==> src/rtl/serial_adder_ctrl_if.sv <==
// -----------------------------------------------------------------------------
// serial_adder_ctrl_if
//   Operand/result bundle for the bit-serial adder sequencer.
//
//   Parameter:
//     WIDTH   operand and sum width in bits
//
//   Signals (master = upstream requester, slave = serial_adder_ctrl):
//     start   master -> slave  request a new operation
//     a, b    master -> slave  operands, captured on the accepting edge
//     cin     master -> slave  carry-in, captured on the accepting edge
//     sub     master -> slave  subtract select (SERIAL_ADDER_SUB_EN only)
//     busy    slave -> master  high while the adder is stepping through bits
//     done    slave -> master  one-cycle pulse when s/cout (and ovf) are new
//     s       slave -> master  sum result register
//     cout    slave -> master  carry-out result register
//     ovf     slave -> master  signed overflow (SERIAL_ADDER_SUB_EN only)
//
//   Handshake: start is sampled on a rising clk edge only while the
//   sequencer is idle or showing done; that edge captures a/b/cin(/sub).
//   busy rises after the accepting edge, and done pulses for exactly one
//   cycle when the result registers have been updated. start seen while
//   busy is ignored.
//
//   Build option: define SERIAL_ADDER_SUB_EN to add sub and ovf.
// -----------------------------------------------------------------------------
interface serial_adder_ctrl_if #(
    parameter int WIDTH = 4
);
    logic             start;
    logic [WIDTH-1:0] a;
    logic [WIDTH-1:0] b;
    logic             cin;
    logic             busy;
    logic             done;
    logic [WIDTH-1:0] s;
    logic             cout;
`ifdef SERIAL_ADDER_SUB_EN
    logic             sub;
    logic             ovf;

    modport master (
        output start, a, b, cin, sub,
        input  busy, done, s, cout, ovf
    );

    modport slave (
        input  start, a, b, cin, sub,
        output busy, done, s, cout, ovf
    );
`else
    modport master (
        output start, a, b, cin,
        input  busy, done, s, cout
    );

    modport slave (
        input  start, a, b, cin,
        output busy, done, s, cout
    );
`endif
endinterface

==> src/rtl/serial_adder_ctrl.sv <==
// -----------------------------------------------------------------------------
// serial_adder_ctrl
//   Bit-serial adder sequencer. A single 1-bit full-adder stage is reused
//   over WIDTH clock cycles to form {cout, s} = a + b + cin.
//
//   Parameter:
//     WIDTH        operand and sum width (2..16)
//
//   Ports:
//     clk          system clock, rising edge active
//     rst          asynchronous, active-high reset
//     bus          serial_adder_ctrl_if.slave (start/a/b/cin in,
//                  busy/done/s/cout out; sub/ovf with SERIAL_ADDER_SUB_EN)
//     o_dbg_state  current FSM state encoding (0 IDLE, 1 RUN, 2 DONE)
//
//   Build option: SERIAL_ADDER_SUB_EN adds sub (a - b in two's complement)
//   and the signed overflow flag ovf.
//
//   Timing: start accepted at edge E0 -> busy after E0 -> done and new
//   s/cout after edge E(WIDTH). From DONE a new start is accepted directly,
//   giving one result per WIDTH+1 cycles back to back.
// -----------------------------------------------------------------------------
module serial_adder_ctrl #(
    parameter int WIDTH = 4
) (
    input  logic                clk,
    input  logic                rst,
    serial_adder_ctrl_if.slave  bus,
    output logic [1:0]          o_dbg_state
);

    localparam int CW = (WIDTH > 1) ? $clog2(WIDTH) : 1;
    localparam logic [CW-1:0] LAST_BIT = CW'(WIDTH - 1);

    typedef enum logic [1:0] {
        S_IDLE = 2'd0,
        S_RUN  = 2'd1,
        S_DONE = 2'd2
    } state_t;

    state_t           r_state;
    state_t           w_next;

    logic [WIDTH-1:0] r_a;
    logic [WIDTH-1:0] r_b;
    logic [WIDTH-1:0] r_work;
    logic             r_carry;
    logic [CW-1:0]    r_cnt;

    logic             r_busy;
    logic             r_done;
    logic [WIDTH-1:0] r_s;
    logic             r_cout;

    logic             w_accept;
    logic             w_last;
    logic             w_fa_sum;
    logic             w_fa_carry;
    logic [WIDTH-1:0] w_work_next;
    logic [WIDTH-1:0] w_b_load;
    logic             w_c_load;

    // A new operation is only taken when not already stepping bits.
    assign w_accept = bus.start && ((r_state == S_IDLE) || (r_state == S_DONE));
    assign w_last   = (r_state == S_RUN) && (r_cnt == LAST_BIT);

    // Shared full-adder stage working on the LSBs of the operand shifters.
    assign w_fa_sum    = r_a[0] ^ r_b[0] ^ r_carry;
    assign w_fa_carry  = (r_a[0] & r_b[0]) | (r_a[0] & r_carry) | (r_b[0] & r_carry);
    // Sum bits enter from the MSB end so after WIDTH steps bit 0 sits at LSB.
    assign w_work_next = {w_fa_sum, r_work[WIDTH-1:1]};

`ifdef SERIAL_ADDER_SUB_EN
    logic r_ovf;

    // Subtraction is a + ~b + 1; cin is not used in that mode.
    assign w_b_load = bus.sub ? ~bus.b : bus.b;
    assign w_c_load = bus.sub ? 1'b1   : bus.cin;
    assign bus.ovf  = r_ovf;
`else
    assign w_b_load = bus.b;
    assign w_c_load = bus.cin;
`endif

    // ------------------------------------------------------------------
    // FSM state register
    // ------------------------------------------------------------------
    always_ff @(posedge clk or posedge rst) begin
        if (rst) begin
            r_state <= S_IDLE;
        end else begin
            r_state <= w_next;
        end
    end

    // ------------------------------------------------------------------
    // FSM next-state logic
    // ------------------------------------------------------------------
    always_comb begin
        w_next = r_state;
        case (r_state)
            S_IDLE: begin
                if (bus.start) begin
                    w_next = S_RUN;
                end
            end
            S_RUN: begin
                if (w_last) begin
                    w_next = S_DONE;
                end
            end
            S_DONE: begin
                w_next = bus.start ? S_RUN : S_IDLE;
            end
            default: begin
                w_next = S_IDLE;
            end
        endcase
    end

    // ------------------------------------------------------------------
    // Handshake flags: registered decodes of the state being entered, so
    // they line up exactly with r_state and are never high together.
    // ------------------------------------------------------------------
    always_ff @(posedge clk or posedge rst) begin
        if (rst) begin
            r_busy <= 1'b0;
            r_done <= 1'b0;
        end else begin
            r_busy <= (w_next == S_RUN);
            r_done <= (w_next == S_DONE);
        end
    end

    // ------------------------------------------------------------------
    // Datapath: operand shifters, carry flop, bit counter, result regs
    // ------------------------------------------------------------------
    always_ff @(posedge clk or posedge rst) begin
        if (rst) begin
            r_a     <= '0;
            r_b     <= '0;
            r_work  <= '0;
            r_carry <= 1'b0;
            r_cnt   <= '0;
            r_s     <= '0;
            r_cout  <= 1'b0;
`ifdef SERIAL_ADDER_SUB_EN
            r_ovf   <= 1'b0;
`endif
        end else begin
            if (w_accept) begin
                r_a     <= bus.a;
                r_b     <= w_b_load;
                r_carry <= w_c_load;
                r_work  <= '0;
                r_cnt   <= '0;
            end else if (r_state == S_RUN) begin
                r_a     <= r_a >> 1;
                r_b     <= r_b >> 1;
                r_carry <= w_fa_carry;
                r_work  <= w_work_next;
                // Counter parks on the last bit so it never wraps mid-op.
                if (!w_last) begin
                    r_cnt <= r_cnt + CW'(1);
                end
                // Result registers change only on the edge entering DONE.
                if (w_last) begin
                    r_s    <= w_work_next;
                    r_cout <= w_fa_carry;
`ifdef SERIAL_ADDER_SUB_EN
                    // r_carry is the carry into the MSB at the final step.
                    r_ovf  <= r_carry ^ w_fa_carry;
`endif
                end
            end
        end
    end

    assign bus.busy    = r_busy;
    assign bus.done    = r_done;
    assign bus.s       = r_s;
    assign bus.cout    = r_cout;
    assign o_dbg_state = r_state;

endmodule

==> src/flat_wrapper.sv <==
// flat-port wrapper written by rule: the top's interface ports become plain ports
module serial_adder_ctrl_flat 
#(
    parameter int WIDTH = 4
)
  (clk, rst, o_dbg_state, bus_start, bus_a, bus_b, bus_cin, bus_busy, bus_done, bus_s, bus_cout);
  serial_adder_ctrl_if #(.WIDTH(WIDTH)) bus_i ();
  input  logic clk;
  input  logic rst;
  output logic [1:0] o_dbg_state;
  input wire logic [$bits(bus_i.start)-1:0] bus_start;
  input wire logic [$bits(bus_i.a)-1:0] bus_a;
  input wire logic [$bits(bus_i.b)-1:0] bus_b;
  input wire logic [$bits(bus_i.cin)-1:0] bus_cin;
  output wire logic [$bits(bus_i.busy)-1:0] bus_busy;
  output wire logic [$bits(bus_i.done)-1:0] bus_done;
  output wire logic [$bits(bus_i.s)-1:0] bus_s;
  output wire logic [$bits(bus_i.cout)-1:0] bus_cout;
  assign bus_i.start = bus_start;
  assign bus_i.a = bus_a;
  assign bus_i.b = bus_b;
  assign bus_i.cin = bus_cin;
  assign bus_busy = bus_i.busy;
  assign bus_done = bus_i.done;
  assign bus_s = bus_i.s;
  assign bus_cout = bus_i.cout;
  serial_adder_ctrl #(.WIDTH(WIDTH)) u_core (.clk(clk), .rst(rst), .bus(bus_i), .o_dbg_state(o_dbg_state));
endmodule
==> config.mk <==
export PLATFORM = sky130hd
export DESIGN_NAME = serial_adder_ctrl_flat
export DESIGN_NICKNAME = d
export VERILOG_FILES = /design/src/rtl/serial_adder_ctrl_if.sv /design/src/rtl/serial_adder_ctrl.sv /design/src/flat_wrapper.sv
export SDC_FILE = /design/constraint.sdc
export NUM_CORES = 1
export LEC_CHECK = 0
export BUFFER_PORTS_ARGS = -buffer_cell sky130_fd_sc_hd__buf_4
export CORE_MARGIN = 2
export CORE_UTILIZATION = 55
export DETAILED_ROUTE_END_ITERATION = 7
export GPL_TIMING_DRIVEN = 0
export PLACE_DENSITY = 0.87
export RECOVER_POWER = 100
export SETUP_SLACK_MARGIN = 0.2
export SKIP_CTS_REPAIR_TIMING = 1
export SLEW_MARGIN = 20
export SYNTH_ARGS = -nofsm -noshare
export SYNTH_HDL_FRONTEND = slang
export SYNTH_SLANG_ARGS = --single-unit
==> constraint.sdc <==
create_clock -name clk -period 2.9 [get_ports clk]
set_input_delay 0.87 -clock clk [delete_from_list [all_inputs] [get_ports clk]]
set_output_delay 0.87 -clock clk [all_outputs]
set_load 0.03 [all_outputs]
==> reports/qor.yml <==
status: "complete, no violations"
grt_pass1_wl_microns: 2660
rows: 15
drcViolationCount: 0
grt_use_total: 0.182
start_util: 0.573
synth_mux_area_frac: 0.0465
cp.required_ns: 2.03
antenna_found_initial: 0
cellLeakagePower_nw: 0.547
root_buffer: "clkbuf_4"
area_delta_synth_final_pct: 15.2
drt_iter0_markers: 2
syn_area_sq_um: 968
ir_drop_mv: 0.628
worstPathMaxFanout: 7
syn_nets: 97
gp_congestion: 0.706
diodes: 0
yosys.area_share.simple: 0.123
ant_nets: 0
synth_area_per_cell_sq_um: 11.7
fin_crit_ns: 1.96
nNetsFinal: 122
cts_buffers: 3
ys_types: 23
gr-total-overflow: 0
synth_xor_area_frac: 0.00904
drtPass1Iterations: 4
end_kind: "output port"
synth-compound-area-share: 0.141
slowest_delay_ns: 0.46
final.setup.tns_ns: 0
slowest_stage: "dfrtp_1"
yosys.area.top_type: "dfrtp_1"
synth_top_family_by_area: "compound AO/OA/AOI/OAI gates"
core_sq_um: 1690
die_w_microns: 46.0
cts_tree: "yes"
drive_gt1_frac: 0.168
dp_hpwl_microns: 1210
p_per_area_nw_per_um2: 1170
io_buffers: 20
synth_top_cell_area_share: 0.594
cp_top_family: "flip-flops"
clock_latency_ns: 0.30
setup_viol_count_final: 0
synth_edf_count: 0
crit_type: "reg2out"
post-route-period-util: 0.675
numClockSinks: 23
grt_max_degree: 24
hold_slack_ns: 0.493
hold_class: "reg2reg"
synth.area.top_cells: "dfrtp_1 (59%), a22o_1 (5.4%), o22ai_1 (3.9%)"
hp-start: "u_core.bus.cout$_DFFE_PP0P_"
ys_seq_area_frac: 0.594
cp-startpoint: "u_core.o_dbg_state[1]$_DFF_PP0_"
num_vias: 685
ys_async_sr_fraction: 1.00
max_cap_viol_count: 0
syn_inst: 83
clk_pin_slew_ns: 0.12
max_freq_mhz: 510
pin_count: 21
arrival_ns: 1.09
path_cells: "clkbuf_1"
clock_path_buffers: 2
first_global_vias: 642
post_drt_via_cell_ratio: 5.52
htreeDepth: 1
postRouteWirelength_microns: 1660
relSlewSlack: 0.437
avgRoutedWirePerCell_microns: 13.4
synth_ff_type: "dfrtp_1"
rsz0062_at_grt: "no"
fp.dieH_microns: 46.0
path_buf_inv: 1
die_area_sq_um: 2110
yosys_register_bits: 23
place_area_sq_um: 1140
finalHoldViolCount: 0
regToRegStartpoint: "u_core.r_cnt[0]$_DFFE_PP0P_"
fin_skew_ns: 0.00575
fillCellCount: 141
yosysWarnings: 0
worstMarginPinSlew_ns: 0.843
cp-start-kind: "register"
synth_fa_ha_area_frac: 0.0336
finalMaxSlewViolations: 0
final_util: 0.661
fin_area_sq_um: 1120
-- registers in the layout (all words and copies together) (netlist names) --
signal,flops
u_core.r_cnt,2
u_core.bus.cout,1
u_core.r_a,4
u_core.r_b,4
u_core.bus.done,1
u_core.bus.busy,1
u_core.o_dbg_state,2
u_core.bus.s,4
u_core.r_work,3
u_core.r_carry,1
-- cells in the mapped netlist, types with 2 or more instances --
| cell type | number |
|---|---|
| dfrtp_1 | 23 |
| nor2_1 | 7 |
| a22o_1 | 6 |
| inv_1 | 6 |
| o22ai_1 | 6 |
| nand2_1 | 5 |
| a21oi_1 | 4 |
| nor3_1 | 4 |
| nor2b_1 | 3 |
| buf_2 | 2 |
| mux2_1 | 2 |
| mux2_2 | 2 |
| nand2b_1 | 2 |
| o21ai_0 | 2 |
-- per-layer routing --
layer	global-route usage	vias up	wire length, microns
met5	0	-	0
li1	-	337	-
met4	0.0857	0	27
met3	0.0476	4	71
met1	0.228	321	771
met2	0.289	23	787
-- area by class of cell --
type | instances | area, sq um | area share
Tap cell | 17 | 21.3 | 0.0191
Multi-Input combinational cell | 50 | 330 | 0.296
Timing Repair Buffer | 20 | 113 | 0.101
Buffer | 4 | 27.5 | 0.0247
Sequential cell | 23 | 576 | 0.516
Clock buffer | 4 | 26.3 | 0.0235
Inverter | 6 | 22.5 | 0.0202
-- worst paths after layout --
check	end	slack [ns]	depth (start not counted)
setup / recovery	o_dbg_state[1]	0.94	1
min in group asynchronous	u_core.bus.cout$_DFFE_PP0P_	0.73	2
hold / removal	u_core.bus.cout$_DFFE_PP0P_	0.49	2
hold reg to reg	u_core.bus.cout$_DFFE_PP0P_	0.49	2
setup reg to reg	u_core.r_cnt[1]$_DFFE_PP0P_	1.37	4
max in group asynchronous	u_core.bus.busy$_DFF_PP0_	1.65	2
-- stage by stage --
stage | power (W) | setup WS [ns] | std cells
after global routing | 0.00142 | 0.877 | 124
after CTS | 0.00138 | 1.07 | 124
after floorplan | 0.00105 | 1.42 | 83
after detailed placement | 0.00124 | 1.23 | 120
after global placement | 0.00121 | 1.24 | 120
final | 0.00130 | 0.941 | 124
-- logic make-up (layout without fill, tap and decap cells) --
kind of cell	Yosys count	count (layout)
AO/OA/AOI/OAI	20	20
XOR/XNOR	1	1
multiplexers	4	4
AND/OR/NAND/NOR	23	23
adder cells (fa/ha/maj)	2	2
buffers and inverters	10	34
flip-flops	23	23
-- placed cells by master (no fill, tap or decap), drive strengths merged, types with 2 or more instances in the layout --
master / instances
nand2b: 2
nor3: 4
a22o: 6
nor2b: 3
inv: 6
clkbuf: 16
o22ai: 6
buf: 12
nand2: 5
nor2: 8
a21oi: 4
o21ai: 2
dfrtp: 23
mux2: 4
-- where the power goes --
part	switching (W)	leakage (nW)	internal (W)
Combinational	0.000369	0.247	0.000247
Clock	0.0000877	0.0150	0.0000536
Sequential	0.0000806	0.285	0.000466
Total	0.000537	0.547	0.000767
Power figures use the tool's default switching activity.
